--- src/rtl/cla_slice_sequencer.sv ---
// cla_slice_sequencer: multi-cycle WIDTH-bit adder built around a 4-bit
// carry-lookahead stage. Operands are accepted on a valid/ready handshake,
// then one 4-bit slice per cycle (LSB first) passes through the lookahead
// logic, with C4 rippling into the next slice's C0 through a register.
// The result (sum, cout, ovf) is returned on a second valid/ready handshake.
//
// Build option: define CLA_SEQ_OVF_EN to compute the signed overflow flag.
// Without it, ovf is tied to 0 and no overflow logic is generated.
module cla_slice_sequencer #(
  parameter int WIDTH = 16
) (
  input  logic             clk,
  input  logic             rst_n,
  input  logic             in_valid,
  output logic             in_ready,
  input  logic [WIDTH-1:0] a,
  input  logic [WIDTH-1:0] b,
  input  logic             cin,
  output logic             out_valid,
  input  logic             out_ready,
  output logic [WIDTH-1:0] sum,
  output logic             cout,
  output logic             ovf
);

  localparam int SLICES = WIDTH / 4;
  localparam int IDX_W  = (SLICES > 1) ? $clog2(SLICES) : 1;

  typedef enum logic [1:0] {IDLE, RUN, DONE} state_t;

  state_t             state_reg;
  logic [WIDTH-1:0]   a_reg;
  logic [WIDTH-1:0]   b_reg;
  logic [WIDTH-1:0]   sum_reg;
  logic               cout_reg;
  logic               carry_reg;
  logic [IDX_W-1:0]   idx_reg;

  // Slice views of the operand registers, selected by idx_reg.
  logic [3:0] a_slice [SLICES];
  logic [3:0] b_slice [SLICES];

  genvar gi;
  generate
    for (gi = 0; gi < SLICES; gi++) begin : g_slice
      assign a_slice[gi] = a_reg[4*gi +: 4];
      assign b_slice[gi] = b_reg[4*gi +: 4];
    end
  endgenerate

  // 4-bit carry-lookahead stage (purely combinational, no pipeline register).
  logic [3:0] cla_a;
  logic [3:0] cla_b;
  logic       cla_c0;
  logic [3:0] cla_g;
  logic [3:0] cla_p;
  logic [4:0] cla_c;
  logic [3:0] cla_f;

  assign cla_a  = a_slice[idx_reg];
  assign cla_b  = b_slice[idx_reg];
  assign cla_c0 = carry_reg;
  assign cla_g  = cla_a & cla_b;
  assign cla_p  = cla_a ^ cla_b;

  // Every carry is a flat sum of generate/propagate terms, not a ripple.
  assign cla_c[0] = cla_c0;
  assign cla_c[1] = cla_g[0] | (cla_p[0] & cla_c0);
  assign cla_c[2] = cla_g[1] | (cla_p[1] & cla_g[0]) | (cla_p[1] & cla_p[0] & cla_c0);
  assign cla_c[3] = cla_g[2] | (cla_p[2] & cla_g[1]) | (cla_p[2] & cla_p[1] & cla_g[0])
                  | (cla_p[2] & cla_p[1] & cla_p[0] & cla_c0);
  assign cla_c[4] = cla_g[3] | (cla_p[3] & cla_g[2]) | (cla_p[3] & cla_p[2] & cla_g[1])
                  | (cla_p[3] & cla_p[2] & cla_p[1] & cla_g[0])
                  | (cla_p[3] & cla_p[2] & cla_p[1] & cla_p[0] & cla_c0);

  generate
    for (gi = 0; gi < 4; gi++) begin : g_sum_bit
      assign cla_f[gi] = cla_p[gi] ^ cla_c[gi];
    end
  endgenerate

`ifdef CLA_SEQ_OVF_EN
  logic ovf_reg;
  // Signed overflow: operands share a sign but the top result bit differs.
  logic ovf_next;
  assign ovf_next = (a_reg[WIDTH-1] == b_reg[WIDTH-1]) && (cla_f[3] != a_reg[WIDTH-1]);
  assign ovf      = ovf_reg;
`else
  assign ovf = 1'b0;
`endif

  // Sequencer FSM: accept operands, walk the slices, hold result until taken.
  always_ff @(posedge clk or negedge rst_n) begin
    if (!rst_n) begin
      state_reg <= IDLE;
      a_reg     <= '0;
      b_reg     <= '0;
      sum_reg   <= '0;
      cout_reg  <= 1'b0;
      carry_reg <= 1'b0;
      idx_reg   <= '0;
`ifdef CLA_SEQ_OVF_EN
      ovf_reg   <= 1'b0;
`endif
    end else begin
      case (state_reg)
        IDLE: begin
          if (in_valid) begin
            a_reg     <= a;
            b_reg     <= b;
            carry_reg <= cin;
            idx_reg   <= '0;
            state_reg <= RUN;
          end
        end
        RUN: begin
          sum_reg[4*idx_reg +: 4] <= cla_f;
          carry_reg               <= cla_c[4];
          if (idx_reg == IDX_W'(SLICES - 1)) begin
            // Last slice: idx stays put so it never wraps.
            cout_reg  <= cla_c[4];
            state_reg <= DONE;
`ifdef CLA_SEQ_OVF_EN
            ovf_reg   <= ovf_next;
`endif
          end else begin
            idx_reg <= idx_reg + 1'b1;
          end
        end
        DONE: begin
          if (out_ready) begin
            state_reg <= IDLE;
          end
        end
        default: state_reg <= IDLE;
      endcase
    end
  end

  assign in_ready  = (state_reg == IDLE);
  assign out_valid = (state_reg == DONE);
  assign sum       = sum_reg;
  assign cout      = cout_reg;

endmodule

--- config.mk ---
export PLATFORM = sky130hd
export DESIGN_NAME = cla_slice_sequencer
export DESIGN_NICKNAME = d
export VERILOG_FILES = /design/src/rtl/cla_slice_sequencer.sv
export SDC_FILE = /design/constraint.sdc
export NUM_CORES = 1
export LEC_CHECK = 0
export ABC_AREA = 1
export BUFFER_PORTS_ARGS = -buffer_cell sky130_fd_sc_hd__buf_2
export CAP_MARGIN = 10
export CORE_MARGIN = 5
export CORE_UTILIZATION = 55
export CTS_BUF_LIST = sky130_fd_sc_hd__clkbuf_8
export DETAILED_ROUTE_END_ITERATION = 7
export PLACE_DENSITY = 0.87
export SLEW_MARGIN = 20
export SYNTH_ARGS = -nofsm -noshare
export SYNTH_HDL_FRONTEND = slang
export SYNTH_SLANG_ARGS = --single-unit
--- constraint.sdc ---
create_clock -name clk -period 3.4 [get_ports clk]
set_input_delay 0.51 -clock clk [delete_from_list [all_inputs] [get_ports clk]]
set_output_delay 0.51 -clock clk [all_outputs]
set_load 0.02 [all_outputs]
Word level (Yosys, flattened, before mapping)
Index checks and enable logic that the tools add are counted.

Flip-flop bits (word level): 54. Input bits: 37. Output and inout port bits: 20. Logic and storage cells: 75.

$add $sub $neg: 2. Magnitude comparators: 1. Eq/ne operators: 7. Shifts and indexed selects: 2. Multiplexer cells: 16. Bitwise gates (word level): 33. Reductions and logical operators: 7.

Operators by type and width (number): $neg A4 Y34 (1); $shift A4 B34 Y16 const A (1); $shiftx A4 B34 Y16 (1); $and A1 B1 Y1 (16); $bmux W4 S2 (2); $bwmux W16 (1); $mux W4 (4); $mux W2 (5); $or A1 B1 Y1 (10); $ne A2 B2 Y1 const B (3); $pmux W2 S3 (1); $reduce_and A2 Y1 (3); $reduce_and A3 Y1 (2); $and A4 B4 Y4 (1); $eq A2 B2 Y1 const B (2); $pmux W2 S2 (1); $xor A1 B1 Y1 (4); $xor A4 B4 Y4 (1); $ge A3 B3 Y1 const B (1); $not A2 Y3 (1); $add A2 B1 Y2 const B (1); $eq A2 B1 Y1 const B (1); $logic_not A2 Y1 (1); $ne A2 B1 Y1 const B (1); 3 further kinds (3).

Depth between registers and ports, before layout
Gate-level depths: netlist of run 1.

Depth after elaboration: 12. Depth in mapped cells: 13. Mapped depth without buffers: 12.

Worst setup path after synthesis of run 1
No wires, ideal clock.

Kind: register to register. Start point: register idx_reg[0]. End point: register sum_reg[14], in the netlist sum[14]. Setup time: 0.116 ns. Arrival: 1.962 ns. Data required time: 3.284 ns. Setup slack: 1.321 ns. Stages on the path, launching flop included: 14. Buffers on the path: 1. Period minus slack after synthesis: 2.079 ns. Path through: dfrtp_1 -> inv_1 -> clkbuf_1 -> nor2_1 -> o22ai_1 -> ha_1 -> nand3_1 -> nand3_1 -> nand2_1 -> nand2_1 -> nand2_1 -> nor2_1 -> nand2_1 -> nand2_1.

Longest elaborated chain between the ends: 12. Elaborated cells on any way between the ends: 32. Those cells by class: add/sub (1); shift (2); mux (7); bitwise (22).

RTL lines: from (decl) (RTL line 37) `logic [IDX_W-1:0] idx_reg;`; from (signal assigned) (RTL line 127) `idx_reg <= idx_reg + 1'b1;`; $not A2 Y3 (not written as such) (RTL line 60, 61); $bmux W4 S2, on equally long branches (RTL line 60, 61); $mux W4, on equally long branches (2 in a row) (RTL line 60, 61); $xor A4 B4 Y4 or $and A4 B4 Y4 (tied branches) (RTL line 64, 63); $and A1 B1 Y1, on equally long branches (RTL line 70, 71); $or A1 B1 Y1, or another cell as far along (RTL line 70) `assign cla_c[3] = cla_g[2] | (cla_p[2] & cla_g[1]) | (cla_p[2] & cla_p[1] & cla_g[0])`; $or A1 B1 Y1 or $and A1 B1 Y1 (tied branches) (RTL line 70, 71); $or A1 B1 Y1 (RTL line 71) `| (cla_p[2] & cla_p[1] & cla_p[0] & cla_c0);`; $xor A1 B1 Y1 (RTL line 78) `assign cla_f[gi] = cla_p[gi] ^ cla_c[gi];`; $shiftx A4 B34 Y16 (RTL line 117) `sum_reg[4*idx_reg +: 4] <= cla_f;`; $bwmux W16 * (RTL line 117); to (signal, indexed assignment) (RTL line 117); to (decl) (RTL line 34) `logic [WIDTH-1:0] sum_reg;`.

Mark *: on every way between the ends. The rest lies on a longest branch, timed or not. The select of a mux whose other input is x is not followed. A chain may end at the register's enable or synchronous reset.

Worst setup path in the final report of run 1
Start point: register idx_reg[0]. End point: register sum_reg[11], in the netlist sum[11].

The elaborated chain is that of the path after synthesis.

==> results of run 1 <==
## kinds of logic after synthesis
group	count (synthesis)
compound gates	46
mux	33
buf+inv	31
xor+xnor	1
fa+ha+maj	12
other cells	1
flops	54
simple gates	77
## final cells by class
class	instances	area, sq um
tap	67	83.8
clock buffer	5	68.8
fill	372	1620
clock inverter	3	37.5
sequential	54	1350
inverter	22	82.6
multi-input combinational	170	1260
timing repair buffer	56	285
## synthesized netlist by cell type
cell / instances
clkbuf_1: 4
nand4_1: 4
nor2_2: 1
conb_1: 1
fa_1: 1
ha_1: 11
inv_2: 1
nor3_4: 1
nand2_4: 1
xnor2_1: 1
nand3_2: 1
mux2_4: 29
mux2i_1: 1
nand3_1: 8
nor2_1: 21
o22ai_1: 9
o21ai_1: 2
nor2_4: 2
o21ai_0: 32
dfrtp_1: 54
nand2_2: 2
nand2_1: 34
buf_6: 4
or2_0: 1
mux2_2: 3
clkinv_1: 1
o31ai_1: 2
o21ai_2: 1
inv_1: 20
buf_4: 1
nor3_1: 1
## where the power goes
part / internal (uW) / switching, uW / leakage (uW)
Clock: 215 / 199 / 0.0000607
Combinational: 787 / 1050 / 0.000929
Sequential: 933 / 194 / 0.000673
## worst register-to-register path: cells and delay by family, from the launching register on
kind                     cells  cell delay (ns)
buffers and inverters        1             0.49
AO/OA/AOI/OAI                3             0.61
flip-flops                   1             0.39
AND/OR/NAND/NOR              5             0.53
adder cells (fa/ha/maj)      1             0.31
## how the worst max path moves through the flow
stage | start | to | depth (start not counted)
global route | idx_reg[1] | sum[11] | 10
global placement | idx_reg[0] | sum[7] | 11
finish | idx_reg[0] | sum[11] | 10
CTS | idx_reg[0] | sum[11] | 10
detailed placement | idx_reg[0] | sum[11] | 10
floorplan | idx_reg[0] | sum[14] | 13
## per-stage QoR
step / hold slack, ns / instance area, sq um / worst slack [ns]
2_1_floorplan: 0.214 / 2760 / 1.32
3_3_place_gp: 0.460 / 3060 / 1.16
3_5_place_dp: 0.467 / 3060 / 0.998
4_1_cts: 0.246 / 3170 / 0.975
5_1_grt: 0.273 / 3170 / 0.746
6_report: 0.218 / 3170 / 0.970
## metal layers
layer	routed length (um)	track usage [%]
met1	2440	23.6
met4	88	6.76
met2	2650	30.1
met3	263	4.55
met5	0	0
==> impl_metrics.json, run 1 <==
{
  "synth_xor_area_share_pct": 0.317,
  "nets": 358,
  "syn_nets": 304,
  "grt_usage_pct": 18.4,
  "p_leak_uw": 0.00166,
  "dp.cells": 369,
  "crit_slowest_cell": "inv_1",
  "synth_adder_area_share_pct": 5.71,
  "diodes": 0,
  "crit_arrival_ns": 2.63,
  "wl_per_cell_um": 14.4,
  "die_w_um": 80.9,
  "tightest_slew_ns": 0.657,
  "drive_gt1_share_pct": 33.5,
  "yosysSeqAreaShare_pct": 48.9,
  "post_cts_resized": 0,
  "synth_top_area_share_pct": 48.9,
  "clk_pin_slew_ns": 0.10,
  "max_slew_margin_pct": 56.2,
  "synth_compound_area_share_pct": 9.06,
  "port_buffers": 55,
  "endpoint_kind": "flop",
  "antenna_found_initial": 0,
  "drtPass1Iterations": 4,
  "synth.area.top_cells": "dfrtp_1 (49%), mux2_4 (16%), o21ai_0 (5.8%), ha_1 (5.0%), nand2_1 (4.6%)",
  "cts_inserted_buffers": 5,
  "skew_ns": 0.0132,
  "irDropWorstVdd_mv": 0.525,
  "path_max_fanout": 23,
  "finish.utilization_pct": 66.2,
  "fin_crit_sh_pct": 71.5,
  "worstPathCellList": "inv_1 -> o21ai_0 -> o22ai_1 -> ha_1 -> nand4_1 -> nand2_1 -> nand2_1 -> nand2_1 -> nand2_1 -> o21ai_0",
  "postSynthAreaPerCell_sq_um": 10.8,
  "drt-initial-drc-count": 104,
  "reg2reg_slack_ns": 0.97,
  "wirelength_um": 5450,
  "drv_slew": 0,
  "io_pins": 57,
  "start_util_pct": 57.7,
  "synth.area.mux_share_pct": 17.3,
  "crit_top_cell": "nand2_1",
  "hold_viol": 0,
  "status": "finished, final reports clean",
  "dp_hpwl_um": 4140,
  "grt_max_degree": 55,
  "layout_common_cells": "dfrtp_1 (54), buf_2 (54), nand2_1 (34)",
  "synth_top_cell_by_area": "dfrtp_1",
  "clk_latency_ns": 0.31,
  "setup_viol": 0,
  "fin_cells": 377,
  "yosysUniqueCellTypes": 31,
  "power_uw": 3380,
  "drc": 0,
  "cts_setup_buffers": 0,
  "die-area_sq_um": 6540,
  "critPathRequiredTime_ns": 3.60,
  "grt_pass1_vias": 2029,
  "syn_inst": 255,
  "die_h_um": 80.9,
  "powerDensity_nw_per_um2": 1070,
  "r2r_end": "sum[11]",
  "drtAntennaViolNets": 0,
  "mappedNetlistArea_sq_um": 2760,
  "path_delay_family": "compound AO/OA/AOI/OAI gates",
  "r2r_cells": 10,
  "grt_overflow": 0,
  "maxCapViolations": 0,
  "vias": 1952,
  "syn_to_final_growth_pct": 14.8,
  "setup_tns_ns": 0,
  "synth_top_family_by_area": "multiplexers",
  "cts_num_sinks": 54,
  "drt-vias-per-instance": 5.18,
  "ctsHoldBuffers": 0,
  "start_kind": "flop",
  "fp-row-count": 25,
  "gp_congestion": 0.879,
  "cts_tree": "done",
  "finalCriticalPeriod_ns": 2.43,
  "timing.rr.start": "idx_reg[0]",
  "synth_warnings": 0,
  "yosys.area_share.simple_pct": 13.1,
  "grt_pass1_wl_um": 9370,
  "coreArea_sq_um": 4790,
  "rsz0062_at_grt": "false",
  "clockBufferDepth": 2,
  "cp_num_buf_inv": 1,
  "fmax_mhz": 412,
  "cpPeakStageDelay_ns": 0.49,
  "hp-class": "primary input to asynchronous set/reset pin",
  "ctsRootBufferMaster": "clkbuf_8",
  "synth-seq-cells": 54,
  "cts_max_level": 2,
  "crit_type": "flop to flop"
}
(Power assumes the default switching activity.)
==> run 2, diff against run 1 <==
Settings changed: ABC_AREA 1 to 0, CORE_UTILIZATION 55 to 50, PLACE_DENSITY 0.87 to 0.85.
Clock period 3.4 ns to 2.2 ns, I/O delays scaled along.
==> run 2 against run 1 <==
Against the previous run: the run now ends with negative setup slack left; synthesized cell count fell by 33%; wire length shrank 3.5%; die area shrank 0.32%; critical path depth decreased by 4; count of clock-buffer cells in the layout is the same; utilization decreased by 1.2 points; first-iteration DRC count down 19%.
==> impl_metrics.json, run 2 <==
{
  "fp-row-count": 25,
  "ys_async_sr_fraction_pct": 100,
  "grt_usage_pct": 17.6,
  "synthTopCellsByCount": "dfrtp_1 (54), mux2_2 (31), a22o_1 (18)",
  "fin_area_sq_um": 3110,
  "gp_congestion": 0.842,
  "setup_viol": 3,
  "hp-class": "primary input to asynchronous set/reset pin",
  "grt_use_met1_pct": 22.1,
  "drtAntennaViolNets": 0,
  "nets": 286,
  "postSynthAreaPerCell_sq_um": 14.6,
  "status": "finished, violations left",
  "fin_cells": 305,
  "syn_nets": 220,
  "cts_tree": "done",
  "drt-initial-drc-count": 84,
  "yosysMostFrequentCell": "dfrtp_1",
  "final_common_cell": "buf_2",
  "violations": "negative setup slack",
  "layout_common_cells": "buf_2 (55), dfrtp_1 (53), mux2_2 (31)",
  "rsz0062_at_grt": "true",
  "finalCriticalPeriod_ns": 2.21,
  "max_slew_margin_pct": 41.6,
  "fin_ws_ns": -0.00901,
  "reg2reg_slack_ns": -0.009,
  "start_util_pct": 52.3,
  "finish.utilization_pct": 65.0,
  "drc": 0,
  "clk_pin_slew_ns": 0.10,
  "die_w_um": 80.7,
  "crit_end": "sum[7]",
  "start_kind": "flop",
  "grt_overflow": 0,
  "dp_hpwl_um": 3840,
  "ctsRootBufferMaster": "clkbuf_8",
  "r2r_cells": 6,
  "mappedNetlistArea_sq_um": 2500,
  "drtPass1Iterations": 4,
  "synth_top_area_share_pct": 54.0,
  "diodes": 0,
  "combPwrFrac_pct": 59.9,
  "grt.busiest_layer": "met2",
  "r2r_end": "sum[7]",
  "grt_max_degree": 41,
  "fmax_mhz": 453,
  "p_leak_uw": 0.00147,
  "timing.rr.start": "idx_reg[0]",
  "ctsHoldBuffers": 0,
  "path_max_fanout": 7,
  "die-area_sq_um": 6520,
  "use_met2_pct": 30.5,
  "synth-seq-cells": 54,
  "yosysSeqAreaShare_pct": 54.0,
  "synth_top_cell_by_area": "dfrtp_1",
  "skew_ns": 0.00605,
  "critPathRequiredTime_ns": 2.41,
  "fin_crit_sh_pct": 100,
  "cts_max_level": 2,
  "setup_tns_ns": -0.0178,
  "maxCapViolations": 0,
  "die_h_um": 80.7,
  "wirelength_um": 5260,
  "crit_arrival_ns": 2.42,
  "seqPwrFrac_pct": 29.0,
  "grt_pass1_vias": 1702,
  "drt-vias-per-instance": 5.33,
  "endpoint_kind": "flop",
  "io_pins": 57,
  "irDropWorstVdd_mv": 0.879,
  "cts_inserted_buffers": 5,
  "post_dp_cell_area_sq_um": 2890,
  "hold_viol": 0,
  "crit_type": "flop to flop",
  "internal_power_uw": 3620,
  "syn_inst": 171,
  "drv_slew": 0,
  "dp.cells": 294,
  "vias": 1627,
  "clk_latency_ns": 0.31,
  "synth_enable_flop_cells": 0,
  "synth_ff_type": "dfrtp_1",
  "tightest_slew_ns": 0.876,
  "hold-worst-slack_ns": 0.136,
  "drive_gt1_share_pct": 53.4,
  "antenna_found_initial": 0,
  "grt_pass1_wl_um": 8580,
  "switching_power_uw": 2430,
  "netSwitchingFraction_pct": 40.2,
  "use_met3_pct": 3.77,
  "yosysUniqueCellTypes": 30,
  "synth_warnings": 0,
  "synth.area.top_cells": "dfrtp_1 (54%), mux2_2 (14%), mux4_2 (7.2%), a22o_1 (6.3%), ha_1 (5.5%)",
  "clockBufferDepth": 2,
  "syn_to_final_growth_pct": 24.3,
  "port_buffers": 55,
  "powerDensity_nw_per_um2": 1950,
  "critPathLaunch": "idx_reg[0]",
  "coreArea_sq_um": 4790,
  "cts_num_sinks": 54,
  "wl_per_cell_um": 17.2,
  "clockPowerShare_pct": 11.0
}
run 2: kinds of logic after synthesis:
family / share of synthesized area, %
adders and majority gates: 6.30
xor gates and xnor gates: 1.05
and+or+nand+nor: 4.55
other: 0.150
DFF: 54.0
muxes: 22.0
AOI/OAI and AO/OA: 8.70
buffers and inverters: 3.20
run 2: repair_timing:
item	CTS	global route
setup buffers	4	1
endpoints found under the setup margin	7	14
gates resized for setup	6	8
pin swaps	5	12
hold endpoints to repair	0	0
cloned	0	0
run 2: layout make-up:
| cell class | instances | area, sq um |
|---|---|---|
| clock buffer | 5 | 68.8 |
| clock inverter | 3 | 43.8 |
| fill | 367 | 1670 |
| inverter | 6 | 22.5 |
| multi-input combinational | 104 | 1170 |
| sequential | 54 | 1350 |
| tap | 67 | 83.8 |
| timing repair buffer | 66 | 369 |
run 2: how the worst min path moves through the flow:
stage,depth (start not counted),to,from
after floorplan,0,a_reg[0],rst_n
after global placement,1,b_reg[12],b_reg[12]
after detailed placement,1,b_reg[12],b_reg[12]
after CTS,1,sum[15],rst_n
after global routing,1,sum[7],rst_n
final,1,state_reg[0],rst_n
run 2: metal layers:
metal	up-vias	part of all wire, %
met2	53	52
met3	6	6.2
met1	809	41
li1	759	-
met4	0	1.4
met5	-	0
run 2: through the flow:
stage	setup WS, ns	total power, uW
after floorplan	0.00296	3810
after global placement	0.0348	4530
after detailed placement	-0.0518	4670
after CTS	-0.0103	5680
after global routing	-0.119	6460
final	-0.00901	6050
run 2: worst max-delay path: stages (launching register included):
cell and delay, ns:
dfrtp_2 0.50, mux4_2 0.60, ha_4 0.28, a41oi_2 0.22
o21ai_2 0.11, xor2_2 0.18, a22o_1 0.22
run 2: power by group through the flow:
stage               logic [uW]  registers, uW  clock network [uW]
floorplan                 2030           1780                   0
global placement          2770           1760                   0
detailed placement        2890           1780                   0
CTS                       3230           1760                 684
global route              3920           1820                 717
finish                    3630           1760                 669
